**src/rtl/tdm_mux.sv**
```systemverilog
// Registered N-channel, W-bit selector with manual select and an automatic
// time-division scan that dwells DWELL enabled cycles per channel.
module tdm_mux #(
  parameter  int N_CH  = 4,
  parameter  int W     = 1,
  parameter  int DWELL = 1,
  localparam int SEL_W = $clog2(N_CH),
  localparam int CNT_W = (DWELL > 1) ? $clog2(DWELL) : 1
) (
  input  logic              clk,
  input  logic              rst_n,
  input  logic [N_CH*W-1:0] din,
  input  logic              mode,
  input  logic [SEL_W-1:0]  sel,
  input  logic              en,
  output logic [W-1:0]      f,
  output logic [SEL_W-1:0]  ch,
  output logic              wrap
);

  typedef enum logic {
    MANUAL = 1'b0,
    SCAN   = 1'b1
  } mode_e;

  localparam logic [SEL_W:0]   N_CH_EXT = (SEL_W + 1)'(N_CH);
  localparam logic [SEL_W-1:0] LAST_CH  = SEL_W'(N_CH - 1);
  localparam logic [CNT_W-1:0] LAST_CNT = CNT_W'(DWELL - 1);

  logic [CNT_W-1:0] cnt;
  logic [CNT_W-1:0] cnt_next;
  logic [SEL_W-1:0] ch_next;
  logic             wrap_next;
  logic [W-1:0]     f_next;

  // Next-channel decision; the wrap is explicit at LAST_CH so that
  // non-power-of-two channel counts never expose an unused index.
  always_comb begin
    ch_next   = ch;
    cnt_next  = cnt;
    wrap_next = 1'b0;
    if (mode_e'(mode) == MANUAL) begin
      if ({1'b0, sel} < N_CH_EXT) begin
        ch_next = sel;
      end
      cnt_next = '0;
    end else if (en) begin
      if (cnt == LAST_CNT) begin
        cnt_next = '0;
        if (ch == LAST_CH) begin
          ch_next   = '0;
          wrap_next = 1'b1;
        end else begin
          ch_next = ch + SEL_W'(1);
        end
      end else begin
        cnt_next = cnt + CNT_W'(1);
      end
    end
  end

  // Data is picked with the same index that will be registered into ch,
  // keeping f and ch aligned in every cycle.
  always_comb begin
    f_next = '0;
    for (int k = 0; k < N_CH; k++) begin
      if (ch_next == SEL_W'(k)) begin
        f_next = din[k*W +: W];
      end
    end
  end

  always_ff @(posedge clk or negedge rst_n) begin
    if (!rst_n) begin
      ch   <= '0;
      cnt  <= '0;
      wrap <= 1'b0;
      f    <= '0;
    end else begin
      ch   <= ch_next;
      cnt  <= cnt_next;
      wrap <= wrap_next;
      f    <= f_next;
    end
  end

endmodule

```
**config.mk**
```make
export PLATFORM = sky130hd
export DESIGN_NAME = tdm_mux
export DESIGN_NICKNAME = d
export VERILOG_FILES = /design/src/rtl/tdm_mux.sv
export SDC_FILE = /design/constraint.sdc
export NUM_CORES = 1
export LEC_CHECK = 0
export ABC_AREA = 1
export BUFFER_PORTS_ARGS = -buffer_cell sky130_fd_sc_hd__buf_4
export CORE_AREA = 2 2 39 41
export DETAILED_ROUTE_END_ITERATION = 7
export DIE_AREA = 0 0 41 43
export PLACE_DENSITY = 0.36
export SYNTH_ARGS = -nofsm -noshare
export SYNTH_HDL_FRONTEND = slang
export SYNTH_SLANG_ARGS = --single-unit
```
**constraint.sdc**
```tcl
create_clock -name clk -period 3.7 [get_ports clk]
set_clock_uncertainty 0.2 [all_clocks]
set_input_delay 0.555 -clock clk [delete_from_list [all_inputs] [get_ports clk]]
set_output_delay 0.555 -clock clk [all_outputs]
set_load 0.01 [all_outputs]
```
* Yosys cells after proc, flatten, opt, wreduce, memory -nomap -nowiden
Index checks and enable logic that the tools add are counted.
** Word-level totals
- Memories :: 0
- Bits in latches :: 0
- Bits in writable memories :: 0
- Bits of input ports :: 10
- Bits in read-only memories :: 0
- Register bits :: 5
- Logic and storage cells :: 27
** Operators by class
- Shift operators :: 0
- Reductions and logical operators :: 1
- Multiplexer cells :: 15
- Magnitude comparators :: 0
- Div/mod/pow operators :: 0
- Bitwise logic cells :: 0
- Eq/ne operators :: 5
- Add/sub/neg operators :: 2
- Multiply operators :: 0
** Operators with widths (number)
- $mux 1 :: 11
- $mux 2 :: 4
- $eq 2x2->1 const B :: 3
- $add 2x1->2 const B :: 1
- $eq 2x1->1 const B :: 1
- $logic_not 2->1 :: 1
- $ne 2x1->1 const B :: 1
- $add 1x1->1 const B :: 1

* Logic depth before layout (Yosys ltp)
Gate-level depths: netlist (run 1).
- Depth in word-level cells :: 10
- Mapped depth :: 9
- Mapped depth without buffers :: 9

* Least setup slack after synthesis (run 1)
Ideal clock, no wire load.
- Path kind :: register -> register
- Start point :: register ch[0]
- End point :: register f
- Stages on the path, launching flop included :: 10
- Data arrival time :: 1064 ps
- Clock period less this slack :: 1381 ps
- Data required time :: 3383 ps
- Buffers on the path :: 0
- Setup slack :: 2319 ps
- Cell sequence :: dfrtp_1 ha_1 inv_1 nand2_1 nand2_1 nand2_2 nand2_2 nand2_1 nand3_1 nand2_1
** Between the ends
- Cells in the longest elaborated chain, start to end :: 10
- Elaborated cells on any way between the ends :: 14
** Ends and longest elaborated chain
- start: declaration :: line 17 : output logic [SEL_W-1:0] ch,
- start signal: assignment :: line 80 : ch <= ch_next;
- $add 2x1->2 / $eq 2x2->1 (equally long branches) :: line 54, 50
- $mux 2 :: line 50 : if (ch == LAST_CH) begin
- $mux 2 :: line 48 : if (cnt == LAST_CNT) begin
- $mux 2 (*) :: line 47 : end else if (en) begin
- $mux 2 (*) :: line 42 : if (mode_e'(mode) == MANUAL) begin
- named net ch_next[0] :: line 32 : logic [SEL_W-1:0] ch_next;
- $logic_not 2->1 :: line 67 : if (ch_next == SEL_W'(k)) begin
- $mux 1 (3 in series) :: line 67
- $mux 1 (*) :: line 67
- named net f_next :: line 34 : logic [W-1:0] f_next;
- end signal: assignment :: line 83 : f <= f_next;
- end: declaration :: line 16 : output logic [W-1:0] f,
The timed path passes the listed nets; every way through them passes the cells marked *.
A chain may end at the register's enable or synchronous reset.

* Worst setup path after layout (run 1)
- Start point :: register ch[0]
- End point :: output ch[0]
No word-level cell between the ends.

==> reports/metrics.csv, run 1 <==
stage,metric,value,unit
setup_path,worst-path cell chain,buf_4,
setup_path,Max stage delay on crit path,0.41,ns
final_layout,storage element area,100.1,sq um
setup_path,CP max FO,4,
timing,fin. max-slew vios,0,
yosys,Post-Syn Nets,44,
clocking,total clock buffers created by CTS,3,
power_and_ir_drop,Cell Pwr Density,368.0,mW/mm^2
drt,Detailed Route Iter0 Violations,0,
hold_path,worst min path class,in2reg,
yosys,Yosys reg bits,4,
placed_design,Detail Placement HPWL,476.1,um
setup_path,slowest CP cell,dfrtp_1,
yosys,"Seq/Total Area, Yosys",0.4188,
global_route,first-pass GRT wire length,917,um
setup_path,CP arrival,0.80,ns
timing,# setup viols final,0,
clocking,CTS Sinks,4,
yosys,Syn Area/Cell,7.242,sq um
timing,Max transition margin,0.8641,
power_and_ir_drop,worst ir drop on vdd,0.08309,mV
final_layout,P&R area growth vs syn,62.83,%
job,maxcap violations,0,
final_layout,Inserted Diodes,0,
floorplanning,Core ar.,0.001384,sq mm
placed_design,port bufs,13,
setup_path,crit path launch type,register,
timing,fmax,642.3,MHz
drt,met2 wire len,283,um
timing,Final Hold Violating Endpoints,0,
yosys,synthesized area,239.0,sq um
setup_path,WS Path Type,reg2out,
global_route,Total GRT Usage,0.07863,
floorplanning,Die Span X,41,um
setup_path,CP endpoint kind,output pin,
setup_path,WP buf/inv,1,
floorplanning,Die Area,0.001763,sq mm
drt,DRT antenna net count,0,
yosys,warnings from Yosys,0,
power_and_ir_drop,leakage power,0.2217,nW
clocking,clock root cell,clkbuf_4,
clocking,CTS tree,done,
drt,top sig layer,met3,
global_route,via count of the first global-routing pass,270,
floorplanning,Die Span Y,43,um
clocking,Clock Latency Late Sink,0.23,ns
clocking,"Setup Fix Bufs, Post-CTS",0,
drt,total number of vias,252,
placed_design,Place WS,2.223,ns
yosys,Synth Instances,33,
global_route,Overflow after GRT,0,
timing,Final TNS setup,0,ns
drt,wire length per cell,7.970,um
final_layout,area occupied by multi-input gates,108.9,sq um
drt,routed wl met3,32,um
yosys,Yosys cell types,12,
clocking,Max Root-Sink Buffers,2,
floorplanning,Boundary Pins,14,
timing,min Tclk post-route,1.557,ns
timing,period utilization,0.4208,
final_layout,fin nets,63,
timing,hold_ws,0.3902,ns
final_layout,share of cells above drive strength 1,0.4000,
placed_design,Placer Congestion,0.7009,
final_layout,fillcell total,153,
clocking,"Clk pin slew, worst setup/hold paths",0.03,ns
timing,Slew @ Worst Pin,0.2022,ns
drt,Pre-Repair DR Iteration Count,1,
run_status,status,"finished, final reports clean",
drt,Met1 Routed Length,210,um
timing,Final WS setup,2.143,ns
setup_path,Worst Path Required,2.94,ns
timing,RSZ-0062 raised after global routing,false,
clocking,level count of the clock H-tree,1,
drt,final wirelength,526,um
drt,DRC violations left,0,
global_route,largest net degree at the start of global routing,6,
setup_path,Crit path max-delay family,flip-flops,
floorplanning,Initial Util,0.1727,
drt,Vias per Instance,3.818,
floorplanning,row cnt,14,
global_route,initial antenna violation count,0,
stage by stage:
| step | area [sq um] | power, mW | util | instances |
|---|---|---|---|---|
| 2_1_floorplan | 239.0 | 0.07174 | - | 33 |
| 3_3_place_gp | 356.6 | 0.09189 | 0.2577 | 62 |
| 3_5_place_dp | 356.6 | 0.09233 | 0.2577 | 62 |
| 4_1_cts | 389.1 | 0.1472 | 0.2812 | 66 |
| 5_1_grt | 389.1 | 0.1546 | 0.2812 | 66 |
| 6_report | 389.1 | 0.1432 | 0.2812 | 66 |
cell usage in the layout, fill, tap and decap left out, drive strengths merged:
cell,n
a21oi,1
a31oi,1
buf,13
clkbuf,3
dfrtp,4
dlygate4sd3,1
ha,1
inv,8
nand2,10
nand3,5
nor2,1
nor3,1
o21ai,1
kinds of logic (layout without fill, tap and decap cells):
| family | count (synthesis) | count (layout) | share of synthesized area |
|---|---|---|---|
| flip-flops | 4 | 4 | 0.4189 |
| buffers and inverters | 8 | 25 | 0.1257 |
| AND/OR/NAND/NOR | 17 | 17 | 0.3193 |
| AO/OA/AOI/OAI | 3 | 3 | 0.08377 |
| adder cells (fa/ha/maj) | 1 | 1 | 0.05235 |
area by class of cell:
cell class	instances	area share
multi-input combinational	21	0.2797
timing repair buffer	14	0.2765
sequential	4	0.2572
inverter	8	0.07717
clock buffer	3	0.05788
tap	16	0.05145
synthesized netlist by cell type:
library cell | number | area share
nand2_2 | 2 | 0.052
inv_1 | 7 | 0.11
nor2_1 | 1 | 0.016
ha_1 | 1 | 0.052
a21oi_2 | 1 | 0.037
o21ai_0 | 1 | 0.021
inv_2 | 1 | 0.016
nand3_1 | 5 | 0.10
nor3_1 | 1 | 0.021
nand2_1 | 8 | 0.13
dfrtp_1 | 4 | 0.42
a31oi_1 | 1 | 0.026
per-layer routing:
layer | track usage | vias up
met2 | 0.1313 | 8
met4 | 0.06000 | 0
li1 | - | 139
met5 | 0 | -
met1 | 0.07492 | 105
met3 | 0.02094 | 0
flip-flops by register name, indices dropped and copies added, names as in the netlist:
signal  cells
wrap        1
ch          2
f           1
power by group:
part           internal (mW)  switching, mW
sequential            0.0490        0.00337
combinational         0.0204         0.0188
clock                 0.0361         0.0155
timing repair:
action	in CTS	in global routing
endpoints found under the setup margin	0	0
resized for setup	0	0
hold endpoints to repair	4	0
hold buffers	1	0
path summary, 6_finish.rpt:
check / from / endpoint / slack [ns] / cells after the start
setup / recovery: ch[0] / ch[0] / 2.14 / 1
min in group asynchronous: rst_n / f / 0.46 / 2
max in group asynchronous: rst_n / ch[1] / 2.74 / 2
hold reg to reg: ch[1] / ch[1] / 0.43 / 2
setup reg to reg: ch[0] / f / 2.26 / 9
hold / removal: mode / ch[1] / 0.39 / 2
Power figures use the tool's default switching activity.
==> run 2, diff against run 1 <==
ABC_AREA = 0   (was 1)
PLACE_DENSITY = 0.37   (was 0.36)
clock period = 1.4 ns   (was 3.7 ns; I/O delays follow)
==> run 2 against run 1 <==
  * The flow now finishes with violations (negative setup slack)
  * Critical path depth rose by 4
  * Setup slack got worse by 2.5 ns
  * Non-clock buffer count rose by 2
  * Final cell count fell by 14%
  * Cell area rose by 9.3%
  * Global-route usage fell by 0.31 points
  * Sequential share of layout area fell by 2.2 points
  * Wire length fell by 2.7%
  * Clock power rose to 2.7 times the previous value
  * Count of clock-buffer cells in the layout did not move
==> reports/metrics.csv, run 2 <==
stage,metric,value,unit,change
global_route,Total GRT Usage,0.07553,,-0.003100
global_route,first-pass GRT wire length,869,um,-5.2%
timing,# setup viols final,1,,+1
setup_path,CP max FO,3,,-1
final_layout,max FFs per register,2,,unchanged
global_route,via count of the first global-routing pass,213,,-21%
run_status,violated checks,negative setup slack,,
placed_design,port bufs,13,,unchanged
yosys,Synth Instances,23,,-30%
yosys,"top cells by area, synth","dfrtp_1 (41%), mux2i_1 (12%), a21oi_1 (8.2%)",,
hold_path,worst min path class,in2reg,,
job,maxcap violations,0,,unchanged
clocking,CTS tree,done,,
setup_path,worst r2r dst,f,,
timing,fin. max-slew vios,0,,unchanged
drt,DRC violations left,0,,unchanged
yosys,Post-Syn Nets,34,,-23%
clocking,"Clk pin slew, worst setup/hold paths",0.04,ns,about the same
hold_path,hold depth,2,,unchanged
yosys,warnings from Yosys,0,,unchanged
final_layout,"commonest non-fill, non-tap cell in the layout",buf_4,,
clocking,total clock buffers created by CTS,3,,unchanged
power_and_ir_drop,Flop pwr share,0.321,,-0.045
yosys,Yosys cell types,12,,unchanged
power_and_ir_drop,clock network fraction of total power,0.321,,-0.039
drt,total number of vias,237,,-6.0%
timing,Final Hold Violating Endpoints,0,,unchanged
floorplanning,Core ar.,0.001384,sq mm,unchanged
timing,RSZ-0062 raised after global routing,true,,
clocking,Clock Latency Late Sink,0.23,ns,about the same
placed_design,Placer Congestion,0.5779,,-18%
final_layout,share of cells above drive strength 1,0.5366,,+0.1366
yosys,synthesized area,242.7,sq um,+1.6%
global_route,Overflow after GRT,0,,unchanged
clocking,level count of the clock H-tree,1,,unchanged
final_layout,P&R area growth vs syn,75.26,%,
yosys,synth cell count leaders,"a21oi_1 (4), dfrtp_1 (4), mux2i_1 (3), nor2_1 (3), a211oi_1 (2)",,
yosys,"area leader, netlist",dfrtp_1,,
setup_path,WS Path Type,reg2reg,,
timing,fmax,585.5,MHz,
timing,min Tclk post-route,1.708,ns,
setup_path,crit path launch type,register,,
floorplanning,Initial Util,0.1754,,+0.002713
global_route,largest net degree at the start of global routing,10,,+4
drt,final wirelength,512,um,-2.7%
yosys,asr flop ratio synth,1.000,,unchanged
floorplanning,Boundary Pins,14,,unchanged
clocking,clock root cell,clkbuf_4,,
power_and_ir_drop,Final Total Pwr,434.3,uW,+200%
floorplanning,row cnt,14,,unchanged
yosys,"Seq/Total Area, Yosys",0.4124,,-0.006477
yosys,Syn Area/Cell,10.55,sq um,+46%
final_layout,final instance area,425.4,sq um,+9.3%
timing,Slew @ Worst Pin,0.2564,ns,+0.05414 ns
floorplanning,Die Span Y,43,um,unchanged
setup_path,RR Startpoint,ch[0],,
global_route,initial antenna violation count,0,,unchanged
yosys,Yosys reg bits,4,,unchanged
final_layout,area occupied by multi-input gates,160.2,sq um,+47%
final_layout,Inserted Diodes,0,,unchanged
floorplanning,Die Area,0.001763,sq mm,unchanged
setup_path,Worst Path Required,1.31,ns,-1.63 ns
power_and_ir_drop,Cell Pwr Density,1021,mW/mm^2,+180%
floorplanning,Die Span X,41,um,unchanged
hold_path,Hold Path Origin,mode,,
setup_path,CP arrival,1.62,ns,+0.82 ns
setup_path,FF-to-FF path depth,5,,-4
power_and_ir_drop,Sw Share,0.2623,,-0.001068
timing,Max transition margin,0.8291,,-0.03505
clocking,Max Root-Sink Buffers,2,,unchanged
clocking,CTS Sinks,4,,unchanged
hold_path,WHS Endpoint,ch[1],,
yosys,Synth top area share,0.4124,,-0.006477
final_layout,Top Registers,"ch x2, f x1, wrap x1",,
drt,Pre-Repair DR Iteration Count,2,,+1
final_layout,fin nets,54,,-14%
timing,period utilization,1.220,,
power_and_ir_drop,internal power,320.4,uW,+200%
final_layout,most frequent cells in the layout,"buf_4 (15), a21oi_1 (4), dfrtp_1 (4)",,
timing,Final WS setup,-0.3079,ns,-2.451 ns
setup_path,worst reg-to-reg setup slack,-0.31,ns,-2.57 ns
final_layout,storage element area,100.1,sq um,unchanged
yosys,dominant synthesized flop cell,dfrtp_1,,
drt,Vias per Instance,4.158,,+8.9%
drt,DRT antenna net count,0,,unchanged
power_and_ir_drop,Logic pwr share,0.357,,+0.083
drt,wire length per cell,8.982,um,+13%
placed_design,Placed Area,367.9,sq um,+3.2%
power_and_ir_drop,worst ir drop on vdd,0.2791,mV,+240%
power_and_ir_drop,Psw,113.9,uW,+200%
final_layout,Largest Register,ch,,
timing,hold_ws,0.01907,ns,-0.3712 ns
placed_design,Detail Placement HPWL,436.8,um,-8.3%
final_layout,fillcell total,154,,+0.65%
setup_path,CP endpoint kind,register,,
run_status,status,"finished, violations left",,
power_and_ir_drop,leakage power,0.2037,nW,-8.1%
drt,Detailed Route Iter0 Violations,1,,+1
yosys,Post-synth EDFFs,0,,unchanged
run 2: cell types whose count changed in the layout (fill, tap and decap cells not counted), moves of 3 or more:
cell and change:
a21oi_1 +4, inv_1 -7, mux2i_1 +3, nand2_1 -8, nand3_1 -5
run 2: critical path, cell delays in order (launching register included):
cell,delay (ns)
dfrtp_1,0.40
ha_4,0.25
mux2i_4,0.18
mux2i_1,0.21
a21oi_1,0.08
mux2_4,0.26
run 2: power by group through the flow:
| stage | clock network [mW] | registers [mW] | logic, mW |
|---|---|---|---|
| after floorplan | 0 | 0.148 | 0.0585 |
| after global placement | 0 | 0.139 | 0.132 |
| after detailed placement | 0 | 0.138 | 0.134 |
| after CTS | 0.147 | 0.137 | 0.151 |
| after global routing | 0.158 | 0.143 | 0.172 |
| final | 0.140 | 0.140 | 0.155 |
run 2: layout make-up:
type	count	share of cell area
timing repair buffer	16	0.2882
sequential	4	0.2353
multi-input combinational	18	0.3765
clock buffer	3	0.05294
tap	16	0.04706
run 2: how the worst max path moves through the flow:
stage,from,to,depth (start not counted)
6_report,ch[0],f,5
5_1_grt,ch[0],f,5
4_1_cts,ch[0],f,5
3_5_place_dp,ch[1],f,5
3_3_place_gp,ch[1],f,5
2_1_floorplan,ch[1],f,5
run 2: cell families (layout without fill, tap and decap cells):
kind of cell | after synthesis | count (layout) | synth area share
flops | 4 | 4 | 0.4124
mux | 5 | 5 | 0.2268
compound gates | 6 | 6 | 0.1443
buf+inv | 1 | 19 | 0.03094
simple gates | 6 | 6 | 0.1341
fa+ha+maj | 1 | 1 | 0.05154
run 2: what timing repair did:
item	CTS	global route
buffers inserted	0	0
endpoints found under the hold margin	4	0
resized for setup	2	1
pin swaps	2	0
hold buffers	1	0
setup endpoints to repair	1	2
run 2: routing by layer:
layer  GRT usage  part of all wire  vias up
met5           0                 0        -
met4     0.06000                 0        0
met2      0.1063              0.52       10
met3     0.03141             0.072        0
li1            -                 -      121
met1     0.08442              0.41      106
run 2: through the flow:
stage | utilization | cells | TNS (ns) | setup WS [ns]
2_1_floorplan | - | 23 | -0.3911 | -0.3911
3_3_place_gp | 0.2658 | 53 | -0.3828 | -0.3828
3_5_place_dp | 0.2658 | 53 | -0.4207 | -0.4207
4_1_cts | 0.2984 | 57 | -0.3768 | -0.3768
5_1_grt | 0.3074 | 57 | -0.3999 | -0.3999
6_report | 0.3074 | 57 | -0.3079 | -0.3079
==> run 3, diff against run 2 <==
CELL_PAD_IN_SITES_DETAIL_PLACEMENT = 1   (was default)
CELL_PAD_IN_SITES_GLOBAL_PLACEMENT = 1   (was default)
MAX_ROUTING_LAYER = met4   (was default)
PLACE_DENSITY = 0.51   (was 0.37)
==> run 3 against run 2 <==
  * The flow still finishes with violations (negative setup slack)
  * Critical path depth unchanged
  * Sequential cell count is the same
  * Total power increased by 1.0%
  * Sequential share of layout area down 0.41 points
  * Sequential power hardly changed
  * Register-to-register slack got worse by 0.02 ns
  * Fmax down 1.1%
  * Utilization rose by 0.54 points
  * Worst hold slack better by 0.0026 ns
  * Die area did not move
==> reports/metrics.csv, run 3 (synthesis results as in run 2) <==
stage,metric,value,unit,change
final_layout,most frequent cells in the layout,"buf_4 (16), a21oi_1 (4), dfrtp_1 (4)",,
final_layout,Top Registers,"ch x2, f x1, wrap x1",,
timing,Final TNS setup,-0.3266,ns,-0.01870 ns
timing,min Tclk post-route,1.727,ns,+0.01870 ns
clocking,CTS tree,done,,
drt,Vias per Instance,4.241,,+2.0%
power_and_ir_drop,Sw Share,0.2642,,+0.001970
clocking,CTS Sinks,4,,unchanged
final_layout,max FFs per register,2,,unchanged
final_layout,final core occ,0.3128,,+0.005425
global_route,initial antenna violation count,0,,unchanged
setup_path,FF-to-FF path depth,5,,unchanged
drt,top sig layer,met4,,
placed_design,Placer Congestion,0.6428,,+11%
final_layout,share of cells above drive strength 1,0.5476,,+0.01103
setup_path,CP endpoint kind,register,,
power_and_ir_drop,leakage power,0.2085,nW,+2.4%
final_layout,final instance area,432.9,sq um,+1.8%
power_and_ir_drop,Cell Pwr Density,1013,mW/mm^2,-0.74%
placed_design,port bufs,13,,unchanged
global_route,first-pass GRT wire length,1041,um,+20%
clocking,total clock buffers created by CTS,3,,unchanged
drt,met2 wire len,306,um,+16%
placed_design,Placed Area,375.4,sq um,+2.0%
clocking,clock root cell,clkbuf_4,,
run_status,violated checks,negative setup slack,,
floorplanning,row cnt,14,,unchanged
clocking,Max Root-Sink Buffers,2,,unchanged
power_and_ir_drop,Logic pwr share,0.365,,+0.008
timing,Final Hold Violating Endpoints,0,,unchanged
final_layout,Largest Register,ch,,
global_route,largest net degree at the start of global routing,10,,unchanged
run_status,status,"finished, violations left",,
drt,Detailed Route Iter0 Violations,0,,-1
timing,Slew @ Worst Pin,0.2338,ns,-0.02259 ns
setup_path,crit path launch type,register,,
drt,routed wl met3,68,um,+84%
drt,final wirelength,635,um,+24%
job,maxcap violations,0,,unchanged
drt,wire length per cell,10.95,um,+22%
drt,Met1 Routed Length,248,um,+18%
power_and_ir_drop,internal power,322.8,uW,+0.74%
global_route,Total GRT Usage,0.09194,,+0.01641
timing,period utilization,1.233,,+0.01336
timing,Final WS setup,-0.3266,ns,-0.01870 ns
power_and_ir_drop,Flop pwr share,0.320,,about the same
placed_design,Detail Placement HPWL,545.9,um,+25%
floorplanning,Core ar.,0.001384,sq mm,unchanged
floorplanning,Boundary Pins,14,,unchanged
setup_path,CP max FO,3,,unchanged
timing,fmax,579.2,MHz,-1.1%
timing,Max transition margin,0.8441,,+0.01506
final_layout,Inserted Diodes,0,,unchanged
setup_path,CP arrival,1.64,ns,+0.02 ns
timing,RSZ-0062 raised after global routing,true,,
setup_path,WS Path Type,reg2reg,,
power_and_ir_drop,Psw,115.9,uW,+1.8%
hold_path,worst min path class,in2reg,,
timing,hold_ws,0.02169,ns,+0.002620 ns
global_route,via count of the first global-routing pass,275,,+29%
drt,Pre-Repair DR Iteration Count,1,,-1
floorplanning,Die Span X,41,um,unchanged
hold_path,hold depth,2,,unchanged
final_layout,fin nets,55,,+1.9%
clocking,Clock Latency Late Sink,0.23,ns,about the same
global_route,Overflow after GRT,0,,unchanged
clocking,"Clk pin slew, worst setup/hold paths",0.04,ns,about the same
floorplanning,Initial Util,0.1754,,unchanged
final_layout,P&R area growth vs syn,78.35,%,
drt,DRT antenna net count,0,,unchanged
power_and_ir_drop,worst ir drop on vdd,0.2287,mV,-18%
floorplanning,Die Span Y,43,um,unchanged
final_layout,"commonest non-fill, non-tap cell in the layout",buf_4,,
floorplanning,Die Area,0.001763,sq mm,unchanged
timing,# setup viols final,1,,unchanged
final_layout,non-filler instance count after layout,58,,+1.8%
drt,total number of vias,246,,+3.8%
timing,fin. max-slew vios,0,,unchanged
power_and_ir_drop,clock network fraction of total power,0.315,,-0.006
drt,DRC violations left,0,,unchanged
clocking,level count of the clock H-tree,1,,unchanged
setup_path,Worst Path Required,1.31,ns,about the same
placed_design,cell total after placement,54,,+1.9%
clocking,"Setup Fix Bufs, Post-CTS",0,,unchanged
[run 3: routing by layer]
metal | vias up | global-route usage
met1 | 107 | 0.09446
met3 | 2 | 0.03141
met4 | 0 | 0.06000
li1 | 121 | -
met2 | 16 | 0.1406
met5 | - | -
[run 3: cell type report]
class,count,area (sq um)
fillers,169,950.9
multi-input cells,18,160.2
repair buffers,17,130.1
flip-flops and latches,4,100.1
clock buffers,3,22.52
well taps,16,20.02
[run 3: timing repair]
| item | 4_1_cts | 5_1_grt |
|---|---|---|
| endpoints found under the setup margin | 2 | 1 |
| hold buffers | 1 | 0 |
| resized for setup | 2 | 1 |
| endpoints found under the hold margin | 4 | 0 |
| pin swaps | 0 | 2 |
| gates cloned | 0 | 0 |
[run 3: worst max-delay path, stage by stage (launching register included)]
cell     delay, ns
dfrtp_1       0.41
ha_4          0.26
mux2i_4       0.19
mux2i_1       0.20
a21oi_1       0.08
mux2_4        0.26
[run 3: per-stage QoR]
stage	power [mW]	setup WS, ns
floorplan	0.2061	-0.3911
global placement	0.2726	-0.4188
detailed placement	0.2788	-0.4409
CTS	0.4457	-0.3283
global route	0.4733	-0.4048
finish	0.4387	-0.3266
[run 3: path summary, 6_finish.rpt]
| kind | from | endpoint | slack, ns |
|---|---|---|---|
| min in group asynchronous | rst_n | wrap | 0.11 |
| max | ch[0] | f | -0.33 |
| max reg2reg | ch[0] | f | -0.33 |
| min reg2reg | ch[1] | wrap | 0.53 |
| min | mode | ch[1] | 0.02 |
| max in group asynchronous | rst_n | ch[1] | 0.79 |
[run 3: power by group through the flow]
stage / Clock [mW] / Sequential, mW / Combinational (mW)
after floorplan: 0 / 0.148 / 0.0585
after detailed placement: 0 / 0.139 / 0.140
after global placement: 0 / 0.138 / 0.134
after global routing: 0.153 / 0.142 / 0.179
after CTS: 0.145 / 0.141 / 0.160
final: 0.138 / 0.140 / 0.160
